===== src/rtl/cas_pkg.sv =====
`default_nettype none
// ============================================================================
// Module : cas_pkg
// Brief  : Shared timing thresholds, status codes and pulse classes for the
//          cassette recorder.
// Rev    : 1.0 - initial release
// ============================================================================
package cas_pkg;

  typedef enum logic [1:0] {
    P_NONE  = 2'd0,
    P_SHORT = 2'd1,
    P_LONG  = 2'd2,
    P_GAP   = 2'd3
  } pulse_t;

  localparam int c_cnt_w = 17;

  localparam logic [2:0] c_st_idle      = 3'd0;
  localparam logic [2:0] c_st_armed     = 3'd1;
  localparam logic [2:0] c_st_frame     = 3'd2;
  localparam logic [2:0] c_st_motor_off = 3'd3;
  localparam logic [2:0] c_st_overflow  = 3'd4;

  function automatic int t_min(input int clk_hz);
    return clk_hz / 4800;
  endfunction

  function automatic int t_split(input int clk_hz);
    return clk_hz / 1600;
  endfunction

  function automatic int t_max(input int clk_hz);
    return clk_hz / 800;
  endfunction

  function automatic int t_gap(input int clk_hz);
    return clk_hz / 200;
  endfunction

endpackage
`default_nettype wire


===== src/rtl/cas_fsk_demod.sv =====
`default_nettype none
// ============================================================================
// Module : cas_fsk_demod
// Brief  : Synchronises the FSK tape signal, measures edge-to-edge periods and
//          turns SHORT/LONG pulse pairs into bits.
// Rev    : 1.0 - initial release
// ============================================================================
module cas_fsk_demod
  import cas_pkg::*;
#(
  parameter int CLK_HZ = 21_330_000
) (
  input  logic clk,
  input  logic reset,
  input  logic tap_out,
  output logic bit_valid,
  output logic bit_val,
  output logic resync,
  output logic pair_err
);

  localparam logic [c_cnt_w-1:0] c_t_min   = c_cnt_w'(t_min(CLK_HZ));
  localparam logic [c_cnt_w-1:0] c_t_split = c_cnt_w'(t_split(CLK_HZ));
  localparam logic [c_cnt_w-1:0] c_t_max   = c_cnt_w'(t_max(CLK_HZ));
  localparam logic [c_cnt_w-1:0] c_t_gap   = c_cnt_w'(t_gap(CLK_HZ));

  typedef enum logic [0:0] {B_IDLE = 1'b0, B_HALF = 1'b1} bit_st_t;

  logic [1:0]         r_sync;
  logic               r_tap_d;
  logic [c_cnt_w-1:0] r_cnt;
  bit_st_t            r_bst;
  logic               w_edge;
  pulse_t             w_class;

  always_ff @(posedge clk or posedge reset) begin
    if (reset) begin
      r_sync  <= 2'b00;
      r_tap_d <= 1'b0;
    end else begin
      r_sync  <= {r_sync[0], tap_out};
      r_tap_d <= r_sync[1];
    end
  end

  assign w_edge = r_sync[1] & ~r_tap_d;

  // A glitch edge leaves the counter running so the real period is kept.
  always_comb begin
    w_class = P_NONE;
    if (w_edge) begin
      if (r_cnt < c_t_min)        w_class = P_NONE;
      else if (r_cnt < c_t_split) w_class = P_SHORT;
      else if (r_cnt <= c_t_max)  w_class = P_LONG;
      else                        w_class = P_GAP;
    end else if (r_cnt == c_t_gap) begin
      w_class = P_GAP;
    end
  end

  // Restart at 1 so the value seen on the next edge equals the period.
  always_ff @(posedge clk or posedge reset) begin
    if (reset) begin
      r_cnt <= '0;
    end else if (w_edge && (r_cnt >= c_t_min)) begin
      r_cnt <= c_cnt_w'(1);
    end else if (r_cnt != '1) begin
      r_cnt <= r_cnt + 1'b1;
    end
  end

  always_ff @(posedge clk or posedge reset) begin
    if (reset) begin
      r_bst     <= B_IDLE;
      bit_valid <= 1'b0;
      bit_val   <= 1'b0;
      resync    <= 1'b0;
      pair_err  <= 1'b0;
    end else begin
      bit_valid <= 1'b0;
      bit_val   <= 1'b0;
      resync    <= 1'b0;
      pair_err  <= 1'b0;
      case (w_class)
        P_SHORT: begin
          if (r_bst == B_IDLE) begin
            r_bst <= B_HALF;
          end else begin
            bit_valid <= 1'b1;
            bit_val   <= 1'b1;
            r_bst     <= B_IDLE;
          end
        end
        P_LONG: begin
          if (r_bst == B_IDLE) begin
            bit_valid <= 1'b1;
          end else begin
            pair_err <= 1'b1;
            r_bst    <= B_IDLE;
          end
        end
        P_GAP: begin
          r_bst  <= B_IDLE;
          resync <= 1'b1;
        end
        default: ;
      endcase
    end
  end

endmodule
`default_nettype wire


===== src/rtl/cas_recorder.sv =====
`default_nettype none
// ============================================================================
// Module : cas_recorder
// Brief  : Frames decoded tape bits into bytes, buffers them and writes them
//          into the SDRAM CAS region during free SDRAM slots.
// Rev    : 1.0 - initial release
// ============================================================================
module cas_recorder
  import cas_pkg::*;
#(
  parameter int CLK_HZ     = 21_330_000,
  parameter int FIFO_DEPTH = 4,
  parameter int ADDR_W     = 21
) (
  input  logic              clk,
  input  logic              reset,
  input  logic              record,
  input  logic              motor,
  input  logic              tap_out,
  output logic [ADDR_W-1:0] sdram_addr,
  output logic [7:0]        sdram_dout,
  output logic              sdram_we,
  input  logic              sdram_available,
  input  logic              sdram_ready,
  output logic [ADDR_W-1:0] byte_count,
  output logic [2:0]        status,
  output logic              frame_err
);

  localparam int c_ptr_w = $clog2(FIFO_DEPTH);

  typedef enum logic [1:0] {F_OFF = 2'd0, F_HUNT = 2'd1, F_DATA = 2'd2, F_STOP = 2'd3} frame_st_t;
  typedef enum logic [0:0] {W_IDLE = 1'b0, W_WAIT = 1'b1} wr_st_t;

  logic             w_bit_valid, w_bit_val, w_resync, w_pair_err;
  logic             r_record_d, w_arm;
  frame_st_t        r_fst;
  logic [7:0]       r_shift;
  logic [2:0]       r_bit_cnt;
  logic             r_stop1, r_push, r_bad_stop;
  logic [7:0]       r_push_data;
  logic [7:0]       r_mem [FIFO_DEPTH];
  logic [c_ptr_w:0] r_wr_ptr, r_rd_ptr;
  logic             w_empty, w_full, w_pop, w_push_ok;
  wr_st_t           r_wst;
  logic             r_overflow, r_end;

  cas_fsk_demod #(.CLK_HZ(CLK_HZ)) u_demod (
    .clk       (clk),
    .reset     (reset),
    .tap_out   (tap_out),
    .bit_valid (w_bit_valid),
    .bit_val   (w_bit_val),
    .resync    (w_resync),
    .pair_err  (w_pair_err)
  );

  always_ff @(posedge clk or posedge reset) begin
    if (reset) r_record_d <= 1'b0;
    else       r_record_d <= record;
  end

  assign w_arm = record & ~r_record_d;

  always_ff @(posedge clk or posedge reset) begin
    if (reset) begin
      r_fst       <= F_OFF;
      r_shift     <= 8'h00;
      r_bit_cnt   <= 3'd0;
      r_stop1     <= 1'b0;
      r_push      <= 1'b0;
      r_push_data <= 8'h00;
      r_bad_stop  <= 1'b0;
    end else begin
      r_push     <= 1'b0;
      r_bad_stop <= 1'b0;
      if (!record || !motor) begin
        r_fst <= F_OFF;
      end else begin
        case (r_fst)
          F_OFF: r_fst <= F_HUNT;
          F_HUNT: begin
            if (w_bit_valid && !w_bit_val) begin
              r_fst     <= F_DATA;
              r_bit_cnt <= 3'd0;
            end
          end
          F_DATA: begin
            if (w_resync) begin
              r_fst <= F_HUNT;
            end else if (w_bit_valid) begin
              r_shift   <= {w_bit_val, r_shift[7:1]};
              r_bit_cnt <= r_bit_cnt + 1'b1;
              if (r_bit_cnt == 3'd7) begin
                r_fst   <= F_STOP;
                r_stop1 <= 1'b0;
              end
            end
          end
          F_STOP: begin
            if (w_resync) begin
              r_fst <= F_HUNT;
            end else if (w_bit_valid) begin
              if (!w_bit_val) begin
                r_bad_stop <= 1'b1;
                r_fst      <= F_HUNT;
              end else if (r_stop1) begin
                r_push      <= 1'b1;
                r_push_data <= r_shift;
                r_fst       <= F_HUNT;
              end else begin
                r_stop1 <= 1'b1;
              end
            end
          end
          default: r_fst <= F_OFF;
        endcase
      end
    end
  end

  always_ff @(posedge clk or posedge reset) begin
    if (reset)                                                  frame_err <= 1'b0;
    else if (w_arm)                                             frame_err <= 1'b0;
    else if (r_bad_stop || (w_pair_err && (r_fst != F_OFF)))    frame_err <= 1'b1;
  end

  assign w_empty   = (r_wr_ptr == r_rd_ptr);
  assign w_full    = (r_wr_ptr[c_ptr_w] != r_rd_ptr[c_ptr_w]) &&
                     (r_wr_ptr[c_ptr_w-1:0] == r_rd_ptr[c_ptr_w-1:0]);
  assign w_pop     = (r_wst == W_WAIT) && sdram_ready;
  assign w_push_ok = r_push && (!w_full || w_pop);

  always_ff @(posedge clk) begin
    if (w_push_ok && !w_arm) r_mem[r_wr_ptr[c_ptr_w-1:0]] <= r_push_data;
  end

  // Arming empties the buffer and wins over a push in the same cycle.
  always_ff @(posedge clk or posedge reset) begin
    if (reset) begin
      r_wr_ptr <= '0;
      r_rd_ptr <= '0;
    end else if (w_arm) begin
      r_wr_ptr <= '0;
      r_rd_ptr <= '0;
    end else begin
      if (w_push_ok) r_wr_ptr <= r_wr_ptr + 1'b1;
      if (w_pop)     r_rd_ptr <= r_rd_ptr + 1'b1;
    end
  end

  always_ff @(posedge clk or posedge reset) begin
    if (reset) begin
      r_wst      <= W_IDLE;
      sdram_we   <= 1'b0;
      sdram_dout <= 8'h00;
      sdram_addr <= '0;
      byte_count <= '0;
      r_overflow <= 1'b0;
      r_end      <= 1'b0;
    end else begin
      sdram_we <= 1'b0;
      if (w_arm) begin
        r_wst      <= W_IDLE;
        sdram_addr <= '0;
        byte_count <= '0;
        r_overflow <= 1'b0;
        r_end      <= 1'b0;
      end else begin
        if (r_push && w_full && !w_pop) r_overflow <= 1'b1;
        case (r_wst)
          W_IDLE: begin
            if (!w_empty && sdram_available && !r_end) begin
              sdram_we   <= 1'b1;
              sdram_dout <= r_mem[r_rd_ptr[c_ptr_w-1:0]];
              r_wst      <= W_WAIT;
            end
          end
          W_WAIT: begin
            if (sdram_ready) begin
              r_wst <= W_IDLE;
              // The last address of the region is final: stop and flag it.
              if (sdram_addr == '1) begin
                r_end      <= 1'b1;
                r_overflow <= 1'b1;
              end else begin
                sdram_addr <= sdram_addr + 1'b1;
              end
              if (byte_count != '1) byte_count <= byte_count + 1'b1;
            end
          end
          default: r_wst <= W_IDLE;
        endcase
      end
    end
  end

  always_ff @(posedge clk or posedge reset) begin
    if (reset)                                     status <= c_st_idle;
    else if (r_overflow)                           status <= c_st_overflow;
    else if (!record)                              status <= c_st_idle;
    else if (!motor)                               status <= c_st_motor_off;
    else if ((r_fst == F_DATA) || (r_fst == F_STOP)) status <= c_st_frame;
    else                                           status <= c_st_armed;
  end

endmodule
`default_nettype wire


===== config.mk =====
export PLATFORM = sky130hd
export DESIGN_NAME = cas_recorder
export DESIGN_NICKNAME = d
export VERILOG_FILES = /design/src/rtl/cas_pkg.sv /design/src/rtl/cas_fsk_demod.sv /design/src/rtl/cas_recorder.sv
export SDC_FILE = /design/constraint.sdc
export NUM_CORES = 1
export LEC_CHECK = 0
export BUFFER_PORTS_ARGS = -buffer_cell sky130_fd_sc_hd__clkbuf_2
export CORE_ASPECT_RATIO = 1.25
export CORE_UTILIZATION = 55
export DETAILED_ROUTE_END_ITERATION = 10
export PLACE_DENSITY = 0.73
export SYNTH_ARGS = -nofsm -noshare
export SYNTH_HDL_FRONTEND = slang
export SYNTH_SLANG_ARGS = --single-unit

===== constraint.sdc =====
create_clock -name clk -period 5.7 [get_ports clk]
set_input_delay 1.14 -clock clk [delete_from_list [all_inputs] [get_ports clk]]
set_output_delay 1.14 -clock clk [all_outputs]
set_load 0.005 [all_outputs]

Word level (Yosys, flattened, before mapping)
Memory sizes are Yosys's and may differ from the RTL's. A register that Yosys moved wholly into a read port is not among the register bits. Index checks and enable logic that the tools add are counted.

Memories: 1. Memory bits (writable): 32. Register bits: 106. Input port bits: 7.

Memories: r_mem (depth 4, width 8, read ports 1, clocked after memory_dff 1, write ports 1, line cas_recorder.sv:42) `logic [7:0] r_mem [FIFO_DEPTH];`.

Equal/unequal tests: 27. Bitwise operators: 8. $add $sub $neg: 6. Reductions and logical operators: 46. Mux-type cells: 81. Magnitude comparators: 4.

Operators by type and width (count): $mux W21 (8); $add A21 B1 Y21 const B (2); $mux W1 (41); $mux W17 (2); $mux W2 (16); $mux W3 (8); $reduce_bool A2 Y1 (12); $eq A21 B21 Y1 const B (1); $ne A21 B21 Y1 const B (1); $add A17 B1 Y17 const B (1); $eq A17 B17 Y1 const B (1); $ge A17 B13 Y1 const B (1); $le A17 B15 Y1 const B (1); $lt A17 B13 Y1 const B (1); $lt A17 B14 Y1 const B (1); $ne A17 B17 Y1 const B (1); $reduce_and A3 Y1 (4); $logic_and A1 B1 Y1 (11); $ne A2 B2 Y1 const B (5); $reduce_and A5 Y1 (2); $add A3 B1 Y3 const B (3); $eq A2 B2 Y1 const B (4); $logic_not A1 Y1 (8); $ne A4 B2 Y1 const B (2); other kinds (20) (35).

Longest topological paths before layout
Gate-level depths: netlist of the first run.

Depth in word-level cells: 9. Gate-level depth with buffers: 11.

Hierarchy
A second synthesis of the first run with hierarchy kept.

Cell total of the unflattened synthesis: 621. Area total of the unflattened synthesis: 7170.6 sq um.

By module, submodules not included: cas_recorder (cells each 465, seq. area each 3188.1 sq um, instances 1, area an instance 5662.9 sq um); cas_fsk_demod (cells each 156, seq. area each 625.6 sq um, instances 1, area an instance 1507.7 sq um).

Worst setup path before layout of the first run
OpenSTA, ideal clock, no wires.

Kind: input -> register. From: in record. To: reg byte_count[15]. Path buffers: 1. Library setup time: 0.078 ns. Path slack: 3.162 ns. Data arrival time: 2.460 ns. Stages: 6. Path through: nor2b_1 clkbuf_1 nor3_1 a2111o_1 or3_1 a21oi_1.

Word-level cells in the longest chain between the ends: 3. Elaborated cells between the ends (all ways): 6. Classes of those cells: mux: 1; bitwise: 1; reduce/logical: 4.

Ends and longest elaborated chain: start: declaration (line cas_recorder.sv:17) `input logic record,`; $and A1 B1 Y1 * (line cas_recorder.sv:63) `assign w_arm = record & ~r_record_d;`; $reduce_bool A2 Y1 (no line); $reduce_and A3 Y1 (no line); end signal: assignment (line cas_recorder.sv:189) `if (byte_count != '1) byte_count <= byte_count + 1'b1;`; end: declaration (line cas_recorder.sv:25) `output logic [ADDR_W-1:0] byte_count,`.

Mark *: on every way between the ends. The rest lies on a longest branch, timed or not. A chain may end at the register's enable or synchronous reset.

Final worst setup path of the first run
From: in sdram_ready. To: reg byte_count[15].

Word-level cells in the longest chain between the ends: 2.

Ends and longest elaborated chain: start: declaration (line cas_recorder.sv:24) `input logic sdram_ready,`; $reduce_bool A2 Y1 (no line); $reduce_and A3 Y1 (no line).

Every way passes these cells.

==> qor.log, run 1 <==
qor: run_status.outcome complete, no violations
qor: detailed_routing.post_drt_via_cell_ratio 5.77
qor: timing.slew_at_the_pin_with_the_worst_max_slew_slack 0.858 ns
qor: timing.max_freq 380 MHz
qor: worst_hold_path.hold_class flip-flop to flip-flop
qor: synth.syn-cell-area 0.00687 mm^2
qor: placement.gpl.final_weighted_congestion 0.938
qor: finish.fillCellCount 957
qor: cts.clock_tree.htree_level_count 4
qor: cts.cts_buffer_depth 2
qor: detailed_routing.drt_first_pass_iters 4
qor: power.leakagePower 3.58 nW
qor: synth.synthesis.yosys.warnings 0
qor: timing.maxSlewHeadroom 0.428
qor: timing.rsz0062_at_grt no
qor: global_route.number_of_antenna_violations_at_the_first_check_in_global_routing 0
qor: cts.cts.repair_timing.setup_buffer_count 0
qor: power.seq_power_share 0.489
qor: finish.drive_gt1_frac 0.211
qor: cts.root_buffer sky130_fd_sc_hd__clkbuf_16
qor: cts.post_cts_resized 0
qor: global_route.grt_first_pass_wirelength 22600 um
qor: power.power_report.internal_total 1.77 mW
qor: global_route.grt.total_usage 0.227
qor: synth.synth-async-reset-ratio 0.781
qor: power.irDropWorstVdd 164 uV
qor: detailed_routing.total_routed_wirelength 13600 um
qor: cts.clk_pin_slew_worst_paths 0.06 ns
qor: worst_setup_path.req_time_crit_path 6.04 ns
qor: placement.place.detailed.instances 809
qor: floorplan.die_area 0.0130 mm^2
qor: cts.clock_tree_from_tritoncts built
qor: timing.final.setup.tns 0 ns
qor: floorplan.floorplan.core_area 0.0122 mm^2
qor: timing.finalCriticalPeriod 2.63 ns
qor: synth.postSynthCellCount 608
qor: worst_setup_path.worstSetupEndpointType flip-flop
qor: cts.clock_buffers_created_by_tritoncts 17
qor: finish.layout.cells.most_common_list sky130_fd_sc_hd__dfrtp_1 (114), sky130_fd_sc_hd__nor2_1 (74), sky130_fd_sc_hd__clkbuf_2 (61)
qor: synth.ys_seq_elements 146
qor: global_route.grt-ovfl-total 0
qor: floorplan.die-width 102 um
qor: global_route.via_count_of_the_first_global_routing_pass 4766
qor: finish.layoutNonFillerInstCount 841
qor: detailed_routing.drt-wirelength-per-cell 16.2 um
qor: detailed_routing.dr.first_iter.drc_count 209
qor: finish.most_common_cell_after_layout_fill_and_taps_aside sky130_fd_sc_hd__dfrtp_1
qor: timing.final_min_period_over_clock_period 0.462
qor: worst_setup_path.critPathKind input pin to flip-flop
qor: run.cap_viol_max_count 0
qor: synth.postSynthAreaPerCell 11.3 um^2
qor: cts.clkLatencyLatePin 0.42 ns
qor: power.clock_power_share 0.461
qor: synth.synth_edf_count 32
qor: timing.clock-skew-final 0.00836 ns
qor: detailed_routing.num_vias 4856
qor: placement.place.detailed.hpwl 9390 um
qor: worst_setup_path.crit_path_start_kind input pin
qor: finish.n_antenna_cell 0
qor: synth.synth_fp_nets 631
qor: floorplan.initial_utilization 0.565
qor: cts.clock_sinks 146
qor: floorplan.floorplan.io_pins 62
qor: detailed_routing.drcViolationCount 0
qor: finish.area_growth 14.2%
qor: placement.place_worst_setup_slack 2.66 ns
qor: floorplan.placementRows 45
qor: power.switching_power 0.521 mW
qor: worst_setup_path.worstPathMaxFanout 17
qor: synth.synth_cell_type_count 60
qor: timing.hold_violations 0
qor: floorplan.die_h 127 um
qor: power.power.share.combinational 0.050
qor: finish.finalNetCount 687
qor: power.switching_share 0.228
qor: placement.port_buffers 61
qor: power.power-per-cell-area 291 mW/mm^2
qor: timing.worst_slack 3.07 ns
qor: timing.finalSetupViolations 0
qor: global_route.grt_max_degree 71
qor: cts.cts.hold.buffers_added 0
qor: synth.synth-main-ff-cell sky130_fd_sc_hd__dfrtp_1
qor: worst_setup_path.setup.reg_to_reg.worst_slack 3.11 ns
qor: detailed_routing.route.antenna.remaining_nets 0
qor: worst_setup_path.worstPathArrival 2.97 ns
qor: timing.maxSlewViolCount 0
qor: synth.synth-seq-area-share 0.555
[cell usage after synthesis, types with 2 or more instances]
library cell / number / area (um^2)
sky130_fd_sc_hd__or4_1: 8 / 60.1
sky130_fd_sc_hd__xnor2_1: 28 / 245
sky130_fd_sc_hd__or3_1: 8 / 50.1
sky130_fd_sc_hd__a31o_2: 5 / 43.8
sky130_fd_sc_hd__nor3_1: 13 / 65.1
sky130_fd_sc_hd__nand2b_1: 8 / 50.1
sky130_fd_sc_hd__a22o_1: 2 / 17.5
sky130_fd_sc_hd__a211oi_1: 6 / 45.0
sky130_fd_sc_hd__buf_1: 3 / 11.3
sky130_fd_sc_hd__o21a_1: 2 / 15.0
sky130_fd_sc_hd__nor2b_1: 6 / 37.5
sky130_fd_sc_hd__or2_2: 5 / 31.3
sky130_fd_sc_hd__and2_1: 7 / 43.8
sky130_fd_sc_hd__nand2_1: 39 / 146
sky130_fd_sc_hd__nand4_1: 9 / 56.3
sky130_fd_sc_hd__clkbuf_1: 15 / 56.3
sky130_fd_sc_hd__edfxtp_1: 32 / 961
sky130_fd_sc_hd__and3_1: 12 / 75.1
sky130_fd_sc_hd__nor2_1: 74 / 278
sky130_fd_sc_hd__xor2_1: 12 / 105
sky130_fd_sc_hd__nand3_1: 23 / 115
sky130_fd_sc_hd__a41oi_1: 3 / 26.3
sky130_fd_sc_hd__mux4_2: 8 / 180
sky130_fd_sc_hd__dfrtp_1: 114 / 2850
sky130_fd_sc_hd__o2111ai_1: 2 / 17.5
sky130_fd_sc_hd__a2111oi_0: 3 / 26.3
sky130_fd_sc_hd__buf_2: 4 / 20.0
sky130_fd_sc_hd__o211ai_1: 4 / 30.0
sky130_fd_sc_hd__and4_1: 5 / 43.8
sky130_fd_sc_hd__mux2i_1: 6 / 60.1
sky130_fd_sc_hd__a31oi_1: 3 / 18.8
sky130_fd_sc_hd__clkbuf_2: 2 / 10.0
sky130_fd_sc_hd__mux2_2: 26 / 293
sky130_fd_sc_hd__inv_1: 17 / 63.8
sky130_fd_sc_hd__nor4_1: 7 / 43.8
sky130_fd_sc_hd__a211o_1: 3 / 26.3
sky130_fd_sc_hd__a21oi_1: 29 / 145
sky130_fd_sc_hd__a41o_1: 2 / 20.0
sky130_fd_sc_hd__o31ai_1: 4 / 30.0
sky130_fd_sc_hd__nand3b_1: 3 / 22.5
sky130_fd_sc_hd__ha_1: 16 / 200
sky130_fd_sc_hd__o21ai_0: 12 / 60.1
[power groups by stage]
stage	clock network, mW	logic [mW]	registers [mW]
3_3_place_gp	0	0.112	1.14
3_5_place_dp	0	0.115	1.14
2_1_floorplan	0	0.0884	1.12
6_report	1.05	0.114	1.12
5_1_grt	1.12	0.129	1.12
4_1_cts	1.07	0.116	1.12
[state kept, by name (all words and copies together) (netlist names), 3 cells and up]
name           flops
r_mem             32
byte_count        21
sdram_addr        21
u_demod.r_cnt     17
r_push_data        8
r_shift            8
sdram_dout         8
r_bit_cnt          3
r_rd_ptr           3
r_wr_ptr           3
status             3
[kinds of logic after synthesis]
kind of cell,count (synthesis),synth area share
xor gates and xnor gates,40,0.0510
muxes,40,0.0775
DFF,146,0.555
and+or+nand+nor,232,0.169
adders and majority gates,16,0.0291
AOI/OAI and AO/OA,91,0.0912
buffers and inverters,43,0.0273
[final timing paths]
| kind | start | end | cells past startpoint |
|---|---|---|---|
| hold / removal | u_demod.r_sync[0]$_DFF_PP0_ | u_demod.r_sync[1]$_DFF_PP0_ | 0 |
| setup reg to reg | u_demod.r_cnt[0]$_DFFE_PP0P_ | u_demod.r_cnt[15]$_DFFE_PP0P_ | 10 |
| setup / recovery | sdram_ready | byte_count[15]$_DFFE_PP0P_ | 6 |
| max in group asynchronous | reset | r_end$_DFFE_PP0P_ | 3 |
| hold reg to reg | u_demod.r_sync[0]$_DFF_PP0_ | u_demod.r_sync[1]$_DFF_PP0_ | 0 |
| min in group asynchronous | reset | u_demod.r_cnt[16]$_DFFE_PP0P_ | 2 |
[per-layer routing]
metal | global-route usage | vias to the layer above | wire length [um]
met5 | 0 | - | 0
met4 | 0.108 | 0 | 385
met3 | 0.0520 | 32 | 542
met2 | 0.377 | 106 | 6960
met1 | 0.278 | 2408 | 5710
li1 | - | 2310 | -
[metrics by stage]
stage           util  instance area [um^2]  hold WS (ns)  total power [mW]
3_5_place_dp   0.599                  7290         0.337              1.25
3_3_place_gp   0.599                  7290         0.335              1.25
6_report       0.645                  7850         0.347              2.29
5_1_grt        0.645                  7850         0.355              2.37
2_1_floorplan      -                  6870         0.331              1.21
4_1_cts        0.645                  7850         0.351              2.31
[critical path, cell delays in order]
cell and delay, ns:
sky130_fd_sc_hd__clkbuf_2 0.10, sky130_fd_sc_hd__nand2_1 0.33, sky130_fd_sc_hd__a211o_1 0.45, sky130_fd_sc_hd__a2111o_1 0.46, sky130_fd_sc_hd__or3_1 0.33, sky130_fd_sc_hd__a21oi_1 0.16
[area by class of cell]
class / count / area [um^2] / share of cell area
inverter: 17 / 66.3 / 0.00845
sequential: 146 / 3810 / 0.486
timing repair buffer: 63 / 320 / 0.0408
multi-input combinational: 419 / 2880 / 0.367
clock buffer: 20 / 458 / 0.0583
tap: 164 / 205 / 0.0261
clock inverter: 12 / 106 / 0.0135
(Power assumes the default switching activity.)
==> run 2: changes to the inputs <==
Settings changed: ABC_AREA set to 1, PLACE_DENSITY 0.73 to 0.72.
Clock period 5.7 ns to 2.6 ns, I/O delays scaled along.
==> qor.log, run 2 <==
qor: run_status.outcome complete, no violations
qor: worst_setup_path.worstPathArrival 2.70 ns
qor: synth.synth.top_cells.by_count sky130_fd_sc_hd__nand2_1 (250), sky130_fd_sc_hd__nor2_1 (133), sky130_fd_sc_hd__dfrtp_1 (114), sky130_fd_sc_hd__inv_1 (96), sky130_fd_sc_hd__o21ai_0 (80)
qor: detailed_routing.total_routed_wirelength 17000 um
qor: detailed_routing.route.antenna.remaining_nets 0
qor: power.leakagePower 4.19 nW
qor: worst_setup_path.critPathKind flip-flop to flip-flop
qor: floorplan.die_h 134 um
qor: detailed_routing.drcViolationCount 0
qor: synth.synthesis.yosys.warnings 0
qor: timing.final.setup.tns 0 ns
qor: synth.postSynthAreaPerCell 7.99 um^2
qor: timing.max_freq 418 MHz
qor: synth.synth-seq-area-share 0.494
qor: placement.place.detailed.instances 1193
qor: floorplan.placementRows 48
qor: timing.finalSetupViolations 0
qor: run.cap_viol_max_count 0
qor: worst_setup_path.reg2reg_depth 13
qor: cts.root_buffer sky130_fd_sc_hd__clkbuf_16
qor: finish.n_antenna_cell 0
qor: finish.layoutNonFillerInstCount 1226
qor: placement.port_buffers 61
qor: timing.finalCriticalPeriod 2.39 ns
qor: synth.synth_largest_area_cell sky130_fd_sc_hd__dfrtp_1
qor: power.irDropWorstVdd 389 uV
qor: global_route.grt-ovfl-total 0
qor: finish.most_common_cell_after_layout_fill_and_taps_aside sky130_fd_sc_hd__nand2_1
qor: worst_setup_path.crit_path_start_kind flip-flop
qor: finish.layout.core_utilization 0.648
qor: synth.synthMostInstantiatedCell sky130_fd_sc_hd__nand2_1
qor: synth.synth_cell_type_count 38
qor: detailed_routing.drt-wirelength-per-cell 13.9 um
qor: finish.finalNetCount 1061
qor: placement.gpl.final_weighted_congestion 0.958
qor: synth.synth_fp_nets 989
qor: synth.synth-async-reset-ratio 0.781
qor: cts.clock_sinks 146
qor: floorplan.die-width 108 um
qor: synth.postSynthCellCount 966
qor: power.power-per-cell-area 713 mW/mm^2
qor: worst_setup_path.worstPathMaxFanout 7
qor: worst_setup_path.regToRegEndpoint u_demod.r_cnt[3]$_DFFE_PP0P_
qor: global_route.grt_max_degree 47
qor: synth.ys_top_cells_by_area sky130_fd_sc_hd__dfrtp_1 (37%), sky130_fd_sc_hd__edfxtp_1 (12%), sky130_fd_sc_hd__nand2_1 (12%), sky130_fd_sc_hd__nor2_1 (6.5%), sky130_fd_sc_hd__o21ai_0 (5.2%)
qor: global_route.via_count_of_the_first_global_routing_pass 6205
qor: synth.syn-cell-area 0.00772 mm^2
qor: cts.clock_buffers_created_by_tritoncts 17
qor: worst_hold_path.hold_class input pin to async pin
qor: worst_setup_path.cp-startpoint u_demod.r_cnt[0]$_DFFE_PP0P_
qor: cts.clkLatencyLatePin 0.42 ns
qor: cts.clock_tree_from_tritoncts built
qor: placement.place.detailed.hpwl 12200 um
qor: timing.final_min_period_over_clock_period 0.919
qor: finish.largest_reg_flops 32
qor: detailed_routing.drt_first_pass_iters 7
qor: timing.maxSlewViolCount 0
qor: floorplan.initial_utilization 0.561
qor: floorplan.die_area 0.0145 mm^2
qor: synth.synth-main-ff-cell sky130_fd_sc_hd__dfrtp_1
qor: timing.clock-skew-final 0.00714 ns
qor: timing.slew_at_the_pin_with_the_worst_max_slew_slack 0.775 ns
qor: worst_setup_path.worstSetupEndpointType flip-flop
qor: worst_setup_path.setup.reg_to_reg.worst_slack 0.21 ns
qor: finish.drive_gt1_frac 0.152
qor: global_route.grt_first_pass_wirelength 28800 um
qor: synth.post-synth-top-area-fraction 0.370
qor: timing.hold-worst-slack 0.154 ns
qor: timing.hold_violations 0
qor: global_route.grt.total_usage 0.252
qor: power.report.power.total 6.36 mW
qor: cts.cts_buffer_depth 2
qor: cts.clock_tree.htree_level_count 4
qor: finish.layout.cells.most_common_list sky130_fd_sc_hd__nand2_1 (250), sky130_fd_sc_hd__nor2_1 (133), sky130_fd_sc_hd__dfrtp_1 (112)
qor: finish.area_growth 15.5%
qor: global_route.number_of_antenna_violations_at_the_first_check_in_global_routing 0
qor: detailed_routing.num_vias 6484
qor: floorplan.floorplan.core_area 0.0138 mm^2
qor: floorplan.floorplan.io_pins 62
qor: timing.rsz0062_at_grt no
qor: detailed_routing.post_drt_via_cell_ratio 5.29
qor: synth.synth_edf_count 32
qor: synth.ys_seq_elements 146
qor: worst_setup_path.worstSetupEndpoint u_demod.r_cnt[3]$_DFFE_PP0P_
qor: cts.clk_pin_slew_worst_paths 0.06 ns
qor: worst_setup_path.reg_to_reg_start u_demod.r_cnt[0]$_DFFE_PP0P_
qor: detailed_routing.dr.first_iter.drc_count 455
qor: timing.maxSlewHeadroom 0.481
qor: worst_setup_path.req_time_crit_path 2.91 ns
-- run 2: critical path, cell delays in order, from the launching register on --
cell and delay [ns]:
sky130_fd_sc_hd__dfrtp_2 0.42, sky130_fd_sc_hd__ha_2 0.24, sky130_fd_sc_hd__nand2_1 0.06, sky130_fd_sc_hd__nor2_1 0.17
sky130_fd_sc_hd__nand2_1 0.13, sky130_fd_sc_hd__nor2_1 0.13, sky130_fd_sc_hd__nand3_1 0.10, sky130_fd_sc_hd__nor3_2 0.15
sky130_fd_sc_hd__ha_2 0.24, sky130_fd_sc_hd__clkinvlp_4 0.15, sky130_fd_sc_hd__buf_4 0.17, sky130_fd_sc_hd__nand3_1 0.09
sky130_fd_sc_hd__xor2_1 0.16, sky130_fd_sc_hd__nor2_1 0.06
-- run 2: logic make-up (layout without fill, tap and decap cells) --
family / Yosys count / in the layout / synth area share
buf+inv: 131 / 216 / 0.0704
xor+xnor: 29 / 29 / 0.0329
fa+ha+maj: 16 / 16 / 0.0259
simple gates: 526 / 526 / 0.293
flops: 146 / 146 / 0.494
compound gates: 118 / 118 / 0.0841
-- run 2: layout make-up --
class | instances | area [um^2]
Sequential cell | 146 | 3820
Clock buffer | 18 | 439
Timing Repair Buffer | 80 | 485
Multi-Input combinational cell | 689 | 3370
Tap cell | 175 | 219
Clock inverter | 14 | 189
Inverter | 104 | 398
Fill cell | 1214 | 4830
-- run 2: power breakdown --
| part | switching [mW] | total (mW) | internal, mW |
|---|---|---|---|
| Sequential | 0.241 | 2.76 | 2.52 |
| Clock | 1.04 | 2.61 | 1.57 |
| Combinational | 0.579 | 0.993 | 0.414 |
| Total | 1.86 | 6.36 | 4.50 |
-- run 2: worst min path at each step --
stage | endpoint
after floorplan | u_demod.r_sync[1]$_DFF_PP0_
after global placement | u_demod.r_sync[1]$_DFF_PP0_
after detailed placement | u_demod.r_sync[1]$_DFF_PP0_
after CTS | u_demod.r_sync[1]$_DFF_PP0_
after global routing | u_demod.r_sync[0]$_DFF_PP0_
final | u_demod.r_sync[1]$_DFF_PP0_
-- run 2: per-stage QoR --
| step | cell area, um^2 | worst slack, ns |
|---|---|---|
| final | 8920 | 0.210 |
| after global placement | 8270 | 0.148 |
| after floorplan | 7720 | 0.287 |
| after detailed placement | 8270 | 0.0694 |
| after CTS | 8890 | 0.0660 |
| after global routing | 8920 | 0.0180 |
-- run 2: routing by layer --
| metal | share of wire | track usage |
|---|---|---|
| met2 | 0.51 | 0.429 |
| met1 | 0.43 | 0.314 |
| met4 | 0.029 | 0.109 |
| met3 | 0.032 | 0.0430 |
| met5 | 0 | 0 |
-- run 2: what timing repair did --
action,in CTS,in global routing
endpoints found under the setup margin,0,10
hold endpoints to repair,0,0
hold buffers,0,0
setup buffers,0,1
resized for setup,0,6
==> run 3: changes to the inputs <==
Settings changed: CTS_BUF_LIST set to sky130_fd_sc_hd__clkbuf_8.
==> qor.log, run 3 (synthesized netlist as in run 2, its figures left out) <==
qor: run_status.outcome complete, no violations
qor: worst_setup_path.critical_path.cell_chain ha_2, nand2_1, nor2_1, nand2_1, nor2_1, nand3_1, nor3_2, ha_2, clkinvlp_4, buf_4, nand3_1, xor2_1, nor2_1
qor: detailed_routing.route.antenna.remaining_nets 0
qor: detailed_routing.post_drt_via_cell_ratio 5.26
qor: floorplan.die_h 134 um
qor: timing.max_freq 420 MHz
qor: global_route.grt_max_degree 47
qor: global_route.via_count_of_the_first_global_routing_pass 6102
qor: worst_setup_path.worstSetupEndpointType flip-flop
qor: floorplan.die-width 108 um
qor: detailed_routing.num_vias 6450
qor: timing.final.setup.tns 0 ns
qor: global_route.number_of_antenna_violations_at_the_first_check_in_global_routing 0
qor: power.leakagePower 4.10 nW
qor: worst_setup_path.setup.reg_to_reg.worst_slack 0.22 ns
qor: floorplan.placementRows 48
qor: global_route.grt-ovfl-total 0
qor: floorplan.floorplan.io_pins 62
qor: worst_setup_path.critPathKind flip-flop to flip-flop
qor: cts.clock_tree.htree_level_count 4
qor: timing.hold_violations 0
qor: finish.area_growth 13.1%
qor: worst_setup_path.worst_path_most_repeated_cell sky130_fd_sc_hd__nor2_1
qor: worst_setup_path.worstPathMaxFanout 7
qor: global_route.grt.total_usage 0.248
qor: timing.maxSlewViolCount 0
qor: cts.clock_tree_from_tritoncts built
qor: floorplan.floorplan.core_area 0.0138 mm^2
qor: timing.finalCriticalPeriod 2.38 ns
qor: power.power-per-cell-area 656 mW/mm^2
qor: worst_setup_path.crit_path_start_kind flip-flop
qor: finish.largest_reg_flops 32
qor: worst_setup_path.critical_path.max_stage_delay 0.44 ns
qor: detailed_routing.drcViolationCount 0
qor: cts.clkLatencyLatePin 0.46 ns
qor: placement.place_worst_setup_slack 0.0694 ns
qor: timing.clock-skew-final 0.0114 ns
qor: power.irDropWorstVdd 333 uV
qor: floorplan.die_area 0.0145 mm^2
qor: detailed_routing.drt-wirelength-per-cell 13.7 um
qor: cts.clock_buffers_created_by_tritoncts 17
qor: detailed_routing.drt_first_pass_iters 7
qor: cts.cts_buffer_depth 2
qor: timing.worst_slack 0.218 ns
qor: timing.finalSetupViolations 0
qor: cts.root_buffer sky130_fd_sc_hd__clkbuf_8
qor: timing.rsz0062_at_grt no
qor: finish.layout.cells.most_common_list sky130_fd_sc_hd__nand2_1 (250), sky130_fd_sc_hd__nor2_1 (133), sky130_fd_sc_hd__dfrtp_1 (112)
qor: global_route.grt_first_pass_wirelength 28300 um
qor: worst_setup_path.regToRegEndpoint u_demod.r_cnt[3]$_DFFE_PP0P_
qor: floorplan.initial_utilization 0.561
qor: worst_setup_path.reg2reg_depth 13
qor: placement.gpl.final_weighted_congestion 0.958
qor: finish.most_common_cell_after_layout_fill_and_taps_aside sky130_fd_sc_hd__nand2_1
qor: worst_setup_path.reg_to_reg_start u_demod.r_cnt[0]$_DFFE_PP0P_
qor: timing.final_min_period_over_clock_period 0.916
qor: placement.place.detailed.hpwl 12200 um
qor: worst_setup_path.req_time_crit_path 2.95 ns
qor: timing.slew_at_the_pin_with_the_worst_max_slew_slack 0.802 ns
qor: worst_hold_path.hold_class input pin to async pin
qor: detailed_routing.total_routed_wirelength 16800 um
qor: worst_setup_path.cpMaxStageDelayCell sky130_fd_sc_hd__dfrtp_2
qor: cts.clk_pin_slew_worst_paths 0.09 ns
qor: finish.finalNetCount 1061
qor: timing.maxSlewHeadroom 0.464
qor: worst_setup_path.worstPathArrival 2.73 ns
qor: run.cap_viol_max_count 0
qor: finish.n_antenna_cell 0
qor: cts.clock_sinks 146
qor: detailed_routing.dr.first_iter.drc_count 383
qor: placement.port_buffers 61
qor: finish.drive_gt1_frac 0.152
-- run 3: changes by cell type in the layout (fill, tap and decap cells not counted) --
cell and change:
sky130_fd_sc_hd__clkbuf_8 +17, sky130_fd_sc_hd__clkbuf_16 -17
-- run 3: repair_timing --
item / in CTS / in global routing
buffers inserted: 0 / 1
hold buffers: 0 / 0
endpoints found under the setup margin: 0 / 10
gates resized for setup: 0 / 6
-- run 3: metrics by stage --
stage / cells / cell area (um^2) / hold WS (ns) / total power [mW] / utilization
after floorplan: 966 / 7720 / 0.331 / 3.41 / -
after global placement: 1193 / 8270 / 0.336 / 3.77 / 0.601
after detailed placement: 1193 / 8270 / 0.343 / 3.80 / 0.601
after CTS: 1225 / 8700 / 0.114 / 5.77 / 0.633
after global routing: 1226 / 8730 / 0.139 / 6.05 / 0.635
final: 1226 / 8730 / 0.111 / 5.72 / 0.635
-- run 3: report_power, final --
part | switching (mW) | internal [mW]
sequential | 0.236 | 2.51
combinational | 0.574 | 0.414
clock | 0.976 | 1.01
-- run 3: how the worst max path moves through the flow --
stage / startpoint / end / slack (ns) / cells after the start
after global placement: u_demod.r_cnt[0]$_DFFE_PP0P_ / u_demod.r_cnt[15]$_DFFE_PP0P_ / 0.15 / 15
after global routing: u_demod.r_cnt[0]$_DFFE_PP0P_ / u_demod.r_cnt[3]$_DFFE_PP0P_ / 0.05 / 13
after CTS: u_demod.r_cnt[0]$_DFFE_PP0P_ / u_demod.r_cnt[15]$_DFFE_PP0P_ / 0.06 / 15
after detailed placement: record / sdram_addr[16]$_DFFE_PP0P_ / 0.07 / 9
final: u_demod.r_cnt[0]$_DFFE_PP0P_ / u_demod.r_cnt[3]$_DFFE_PP0P_ / 0.22 / 13
after floorplan: u_demod.r_cnt[0]$_DFFE_PP0P_ / u_demod.r_cnt[15]$_DFFE_PP0P_ / 0.29 / 16
-- run 3: critical path: cells and delay by family (launching register included) --
kind	cells	cell delay (ns)
AND/OR/NAND/NOR	8	0.89
adder cells (fa/ha/maj)	2	0.48
flip-flops	1	0.44
buffers and inverters	2	0.30
XOR/XNOR	1	0.16
-- run 3: cell type report --
type | instances | area (um^2)
Timing Repair Buffer | 80 | 485
Inverter | 104 | 398
Clock buffer | 18 | 248
Tap cell | 175 | 219
Multi-Input combinational cell | 689 | 3370
Clock inverter | 14 | 189
Fill cell | 1253 | 5030
Sequential cell | 146 | 3820
-- run 3: metal layers --
layer / track usage / part of all wire
met5: 0 / 0
met4: 0.116 / 0.028
met3: 0.0444 / 0.030
met2: 0.415 / 0.50
met1: 0.309 / 0.44
